===== config.mk =====
export PLATFORM = sky130hd
export DESIGN_NAME = fpu_sched
export DESIGN_NICKNAME = d
export VERILOG_FILES = /design/src/rtl/fpu_sched_pkg.sv /design/src/rtl/fpu_pwr_seq.sv /design/src/rtl/fpu_sched.sv
export SDC_FILE = /design/constraint.sdc
export NUM_CORES = 1
export LEC_CHECK = 0
export ABC_AREA = 1
export CORE_ASPECT_RATIO = 0.75
export CORE_MARGIN = 3
export CORE_UTILIZATION = 37
export CTS_BUF_LIST = sky130_fd_sc_hd__clkbuf_4
export DETAILED_ROUTE_END_ITERATION = 6
export PLACE_DENSITY = 0.74
export SETUP_SLACK_MARGIN = 0.3
export SYNTH_ARGS = -nofsm -noshare
export SYNTH_HDL_FRONTEND = slang
export SYNTH_HIERARCHICAL = 1
export SYNTH_SLANG_ARGS = --single-unit
export TNS_END_PERCENT = 1

===== constraint.sdc =====
create_clock -name clk -period 1.4 [get_ports clk]
set_input_delay 0.21 -clock clk [delete_from_list [all_inputs] [get_ports clk]]
set_output_delay 0.21 -clock clk [all_outputs]
set_load 0.1 [all_outputs]

===== src/rtl/fpu_sched_pkg.sv =====
// Shared types and constants for the FPU request scheduler
// and its adder power-domain sequencer.
package fpu_sched_pkg;

   typedef enum logic [2:0] {
      M_IDLE,
      M_WAKE,
      M_LAUNCH,
      M_BUSY,
      M_RESP
   } main_st_t;

   typedef enum logic [2:0] {
      P_ON,
      P_DIS,
      P_ISO,
      P_OFF,
      P_UP,
      P_REL
   } pwr_st_t;

   localparam logic [1:0][2:0] ADD_OPS = {3'b001, 3'b000};

   localparam int F_LESS  = 0;
   localparam int F_GREAT = 1;
   localparam int F_EQ    = 2;
   localparam int F_UN    = 3;
   localparam int F_OV    = 4;
   localparam int F_INV   = 5;
   localparam int F_ERR   = 6;

   function automatic logic is_add_op(input logic [2:0] op);
      return (op == ADD_OPS[0]) || (op == ADD_OPS[1]);
   endfunction

endpackage


===== src/rtl/fpu_pwr_seq.sv =====
// Adder power-domain sequencer: idle-driven power-down,
// wake-driven power-up, fixed dwell in each transient step.
module fpu_pwr_seq
   import fpu_sched_pkg::*;
#(
   parameter int IDLE_CYC = 16,
   parameter int SEQ_CYC  = 2
) (
   input  logic clk,
   input  logic rstp,
   input  logic wake_req,
   input  logic idle,
   output logic pwr_on,
   output logic enable_add,
   output logic retain_add,
   output logic isolate_add,
   output logic power_off_add
);

   localparam int IW = $clog2(IDLE_CYC + 1);
   localparam int SW = $clog2(SEQ_CYC + 1);

   pwr_st_t       st;
   pwr_st_t       st_nxt;
   logic [IW-1:0] idle_cnt;
   logic [SW-1:0] step_cnt;
   logic          idle_hit;
   logic          step_done;
   logic          transient;

   assign idle_hit  = idle && (idle_cnt == IW'(IDLE_CYC - 1));
   assign step_done = (step_cnt == SW'(SEQ_CYC - 1));
   assign transient = (st == P_DIS) || (st == P_ISO) ||
                      (st == P_UP)  || (st == P_REL);

   always_comb begin
      st_nxt = st;
      unique case (st)
         P_ON:    if (idle_hit)  st_nxt = P_DIS;
         P_DIS:   if (step_done) st_nxt = P_ISO;
         P_ISO:   if (step_done) st_nxt = P_OFF;
         P_OFF:   if (wake_req)  st_nxt = P_UP;
         P_UP:    if (step_done) st_nxt = P_REL;
         P_REL:   if (step_done) st_nxt = P_ON;
         default: st_nxt = P_ON;
      endcase
   end

   always_ff @(posedge clk or negedge rstp) begin
      if (!rstp) begin
         st       <= P_ON;
         idle_cnt <= '0;
         step_cnt <= '0;
      end else begin
         st <= st_nxt;
         if (!idle)
            idle_cnt <= '0;
         else if (idle_cnt != IW'(IDLE_CYC - 1))
            idle_cnt <= idle_cnt + 1'b1;
         if (transient && !step_done)
            step_cnt <= step_cnt + 1'b1;
         else
            step_cnt <= '0;
      end
   end

   assign pwr_on        = (st == P_ON);
   assign enable_add    = (st == P_ON);
   assign retain_add    = 1'b1;
   assign isolate_add   = (st == P_ISO) || (st == P_OFF) ||
                          (st == P_UP);
   assign power_off_add = (st == P_OFF);

endmodule


===== src/rtl/fpu_sched.sv =====
// Two-client round-robin scheduler driving the shared FPU
// act/done handshake, with adder power gating.
module fpu_sched
   import fpu_sched_pkg::*;
#(
   parameter int WIDTH    = 32,
   parameter int IDLE_CYC = 16,
   parameter int SEQ_CYC  = 2,
   parameter int TMO_CYC  = 64
) (
   input  logic               clk,
   input  logic               rstp,
   input  logic [1:0]         req,
   input  logic [2*WIDTH-1:0] in1,
   input  logic [2*WIDTH-1:0] in2,
   input  logic [5:0]         opcode,
   input  logic [5:0]         round_m,
   output logic [1:0]         gnt,
   output logic [1:0]         rsp_valid,
   output logic [WIDTH-1:0]   res,
   output logic [6:0]         flags,
   output logic [WIDTH-1:0]   fpu_in1p,
   output logic [WIDTH-1:0]   fpu_in2p,
   output logic [2:0]         fpu_opcode,
   output logic [2:0]         fpu_round_mp,
   output logic               fpu_act,
   input  logic               fpu_done,
   input  logic [WIDTH-1:0]   fpu_out,
   input  logic               fpu_ov,
   input  logic               fpu_un,
   input  logic               fpu_inv,
   input  logic               fpu_eq,
   input  logic               fpu_great,
   input  logic               fpu_less,
   output logic               enable_add,
   output logic               retain_add,
   output logic               isolate_add,
   output logic               power_off_add
);

   localparam int TW = $clog2(TMO_CYC + 1);
   localparam logic [6:0] TMO_FLAGS =
      (7'd1 << F_ERR) | (7'd1 << F_INV);

   main_st_t      st;
   logic          last;
   logic          id;
   logic [TW-1:0] tmo_cnt;
   logic          any_req;
   logic          win;
   logic [2:0]    win_op;
   logic          need_wake;
   logic          wake_req;
   logic          idle;
   logic          pwr_on;
   logic [6:0]    done_flags;

   assign any_req = |req;

   // pointer holds the last winner; the other client wins ties
   always_comb begin
      win = 1'b0;
      unique case (req)
         2'b10:   win = 1'b1;
         2'b11:   win = ~last;
         default: win = 1'b0;
      endcase
   end

   assign win_op    = win ? opcode[5:3] : opcode[2:0];
   assign need_wake = is_add_op(win_op) && !pwr_on;

   assign gnt = (st == M_IDLE && any_req) ?
                (win ? 2'b10 : 2'b01) : 2'b00;
   assign rsp_valid = (st == M_RESP) ?
                      (id ? 2'b10 : 2'b01) : 2'b00;

   // wake starts in the grant cycle to save one cycle of penalty
   assign wake_req = (st == M_WAKE) ||
                     (st == M_IDLE && any_req && need_wake);
   assign idle = (st == M_IDLE) && !any_req;

   always_comb begin
      done_flags          = '0;
      done_flags[F_INV]   = fpu_inv;
      done_flags[F_OV]    = fpu_ov;
      done_flags[F_UN]    = fpu_un;
      done_flags[F_EQ]    = fpu_eq;
      done_flags[F_GREAT] = fpu_great;
      done_flags[F_LESS]  = fpu_less;
   end

   always_ff @(posedge clk or negedge rstp) begin
      if (!rstp) begin
         st           <= M_IDLE;
         last         <= 1'b1;
         id           <= 1'b0;
         tmo_cnt      <= '0;
         fpu_in1p     <= '0;
         fpu_in2p     <= '0;
         fpu_opcode   <= '0;
         fpu_round_mp <= '0;
         fpu_act      <= 1'b1;
         res          <= '0;
         flags        <= '0;
      end else begin
         unique case (st)
            M_IDLE: begin
               if (any_req) begin
                  last         <= win;
                  id           <= win;
                  fpu_opcode   <= win_op;
                  fpu_in1p     <= win ? in1[2*WIDTH-1:WIDTH]
                                      : in1[WIDTH-1:0];
                  fpu_in2p     <= win ? in2[2*WIDTH-1:WIDTH]
                                      : in2[WIDTH-1:0];
                  fpu_round_mp <= win ? round_m[5:3]
                                      : round_m[2:0];
                  if (need_wake) begin
                     st <= M_WAKE;
                  end else begin
                     st      <= M_LAUNCH;
                     fpu_act <= 1'b0;
                  end
               end
            end
            M_WAKE: begin
               if (pwr_on) begin
                  st      <= M_LAUNCH;
                  fpu_act <= 1'b0;
               end
            end
            M_LAUNCH: begin
               st      <= M_BUSY;
               fpu_act <= 1'b1;
               tmo_cnt <= '0;
            end
            M_BUSY: begin
               if (fpu_done) begin
                  res   <= fpu_out;
                  flags <= done_flags;
                  st    <= M_RESP;
               end else if (tmo_cnt == TW'(TMO_CYC - 1)) begin
                  res   <= '0;
                  flags <= TMO_FLAGS;
                  st    <= M_RESP;
               end else begin
                  tmo_cnt <= tmo_cnt + 1'b1;
               end
            end
            M_RESP:  st <= M_IDLE;
            default: st <= M_IDLE;
         endcase
      end
   end

   fpu_pwr_seq #(
      .IDLE_CYC (IDLE_CYC),
      .SEQ_CYC  (SEQ_CYC)
   ) u_pwr (
      .clk           (clk),
      .rstp          (rstp),
      .wake_req      (wake_req),
      .idle          (idle),
      .pwr_on        (pwr_on),
      .enable_add    (enable_add),
      .retain_add    (retain_add),
      .isolate_add   (isolate_add),
      .power_off_add (power_off_add)
   );

endmodule


==> impl_metrics.ini <==
[routing]
vias = 6246
antenna_left = 0
avgRoutedWirePerCell_microns = 16.11
drt-vias-per-instance = 4.812
first_iter_violations = 438
dr.pass1.iters = 4
drc_errors = 0
wl_microns = 20910

[global_route]
grt-ovfl-total = 0
antenna_found_initial = 0
grt_use_total = 0.2338
grt_pass1_wl_microns = 32000
grt_pass1_vias = 6184
grt_max_degree = 44

[worst_hold_path]
hold_path.class = primary input to async pin

[synth]
synth_area_sq_mm = 0.005883
ys.flop_type = dfrtp_1
avgSynthCellArea_sq_um = 8.126
synth_edf_count = 0
synth-seq-cells = 132
syn_inst = 724
yosys_warnings = 6
ys_async_sr_fraction = 1.000
yosysSeqAreaShare = 0.5619
synth_nets = 911
synth_cell_type_count = 28

[setup_path]
worstSetupPathType = register to output pin
arrival_ps = 1740
worstSetupStartpointType = register
crit_path_end_kind = output pin
critical_path.max_fanout = 3
cp.required_ps = 1190

[job]
maxCapViolations = 0

[floorplan]
initial_core_util = 0.3815
die_area_sq_mm = 0.01746
rows = 39
die_h_microns = 115.2
die_w_microns = 151.6
io_pins = 301
design.core.area_sq_mm = 0.01542

[finish]
layout.cells.non_filler = 1298
n_antenna_cell = 0
nets = 1267
final_layout_size_suffix_gt1_frac = 0.2571
area_growth_pct = 92.51
final_common_cell = nand2_1
final.fill_count = 1079
mostFrequentLayoutCells = 315 x nand2_1, 181 x clkdlybuf4s50_1, 129 x dfrtp_1, 127 x buf_12, 122 x nand3_1

[clock_tree]
clk_latency_ps = 520
cts_tree = yes
cts_buffers = 17
path_clk_slew_ps = 130
cts_root_buf = clkbuf_4
clkSinkCount = 132
htreeDepth = 4
cts.path.max_buffers = 2

[place]
dp_hpwl_microns = 15900
place_inst = 1248
place.gp.congestion = 0.8282
dpl_worst_slack_ps = -360.6
port_buffers = 299

[timing]
drv_slew = 0
finClkSkew_ps = 22.22
rsz0062_at_grt = true
max_freq_mhz = 513.4
finalCriticalPeriod_ps = 1948
setup_violations = 123
whs_ps = 115.8
final-hold-violation-count = 0
fin_ws_ps = -547.9
finalCritPeriodShare = 1.391

[outcome]
violations = setup timing
outcome = complete, but fails checks
[per-stage QoR]
step                TNS, ps    util  area, sq um
detailed placement   -25220  0.6923        10680
CTS                   -8049  0.7231        11150
global placement     -21660  0.6923        10680
finish               -13930  0.7345        11330
floorplan             -6967       -         5913
global route         -29930  0.7345        11330
[sequential cells by signal, summed over array words and instances, names as in the netlist, 2 cells and up]
signal / flops
fpu_opcode: 3
res: 32
fpu_round_mp: 3
u_pwr/step_cnt: 2
fpu_in2p: 32
tmo_cnt: 7
st: 3
u_pwr/idle_cnt: 5
u_pwr/st: 3
flags: 7
fpu_in1p: 32
[critical path, stage by stage, from the launching register on]
cell and delay [ps]:
dfrtp_1 410, nor2_2 140, nand2_1 80, inv_2 110, o21ai_4 80, nor2_4 120, buf_12 120, buf_16 160
[routing by layer]
layer	track usage	vias up	routed length, microns
met3	0.07841	41	1842
met5	0	-	0
met2	0.4069	217	10620
li1	-	3014	-
met1	0.2726	2974	7883
met4	0.07780	0	569
[logic make-up (layout without fill, tap and decap cells)]
kind of cell | count (synthesis) | count (layout) | synth area share
and+or+nand+nor | 497 | 497 | 0.3526
xor gates and xnor gates | 1 | 1 | 0.001489
other | 1 | 1 | 0.0006374
buffers and inverters | 70 | 439 | 0.05721
AOI/OAI and AO/OA | 19 | 19 | 0.01765
DFF | 132 | 132 | 0.5619
adders and majority gates | 4 | 4 | 0.008507
[cell usage after synthesis, types with 2 or more instances]
cell type,number,area share
nand4_1,5,0.0053
nand3_1,128,0.11
inv_2,7,0.0045
nand2_1,335,0.21
clkbuf_1,5,0.0032
buf_4,9,0.011
nor2_1,19,0.012
ha_1,4,0.0085
dfrtp_1,130,0.55
o21ai_0,10,0.0085
buf_6,2,0.0038
dfstp_2,2,0.0089
buf_2,20,0.017
inv_1,27,0.017
a21oi_1,5,0.0043
nand2_2,3,0.0032
nor2_2,2,0.0021
[path summary, 6_finish.rpt]
check,from,to,slack [ps],cells after the start
worst min-delay path,rstp,res[6],120,2
min in group clk,fpu_out[2],res[2],210,3
worst min register to register,u_pwr/step_cnt[0],u_pwr/step_cnt[0],460,1
max in group asynchronous,rstp,fpu_act,710,3
worst max register to register,last,u_pwr/st[0],-240,14
worst max-delay path,st[1],gnt[0],-550,7
[final cells by class]
class                      count  area (sq um)  area share
tap                          205         256.5     0.02265
multi-input combinational    522          2392      0.2112
timing repair buffer         373          4910      0.4335
inverter                      34         136.4     0.01204
clock inverter                13         181.4     0.01602
clock buffer                  19         142.6     0.01259
sequential                   132          3307      0.2920
[repair_timing]
action	CTS	global route
buffers inserted	7	10
hold endpoints to repair	130	0
endpoints found under the setup margin	249	249
pin swaps	9	10
resized for setup	27	34
hold buffers	1	0
Power is left out: the tool's default activity adds up to more than one toggle a clock period on the data nets, which glitch-free logic cannot reach.
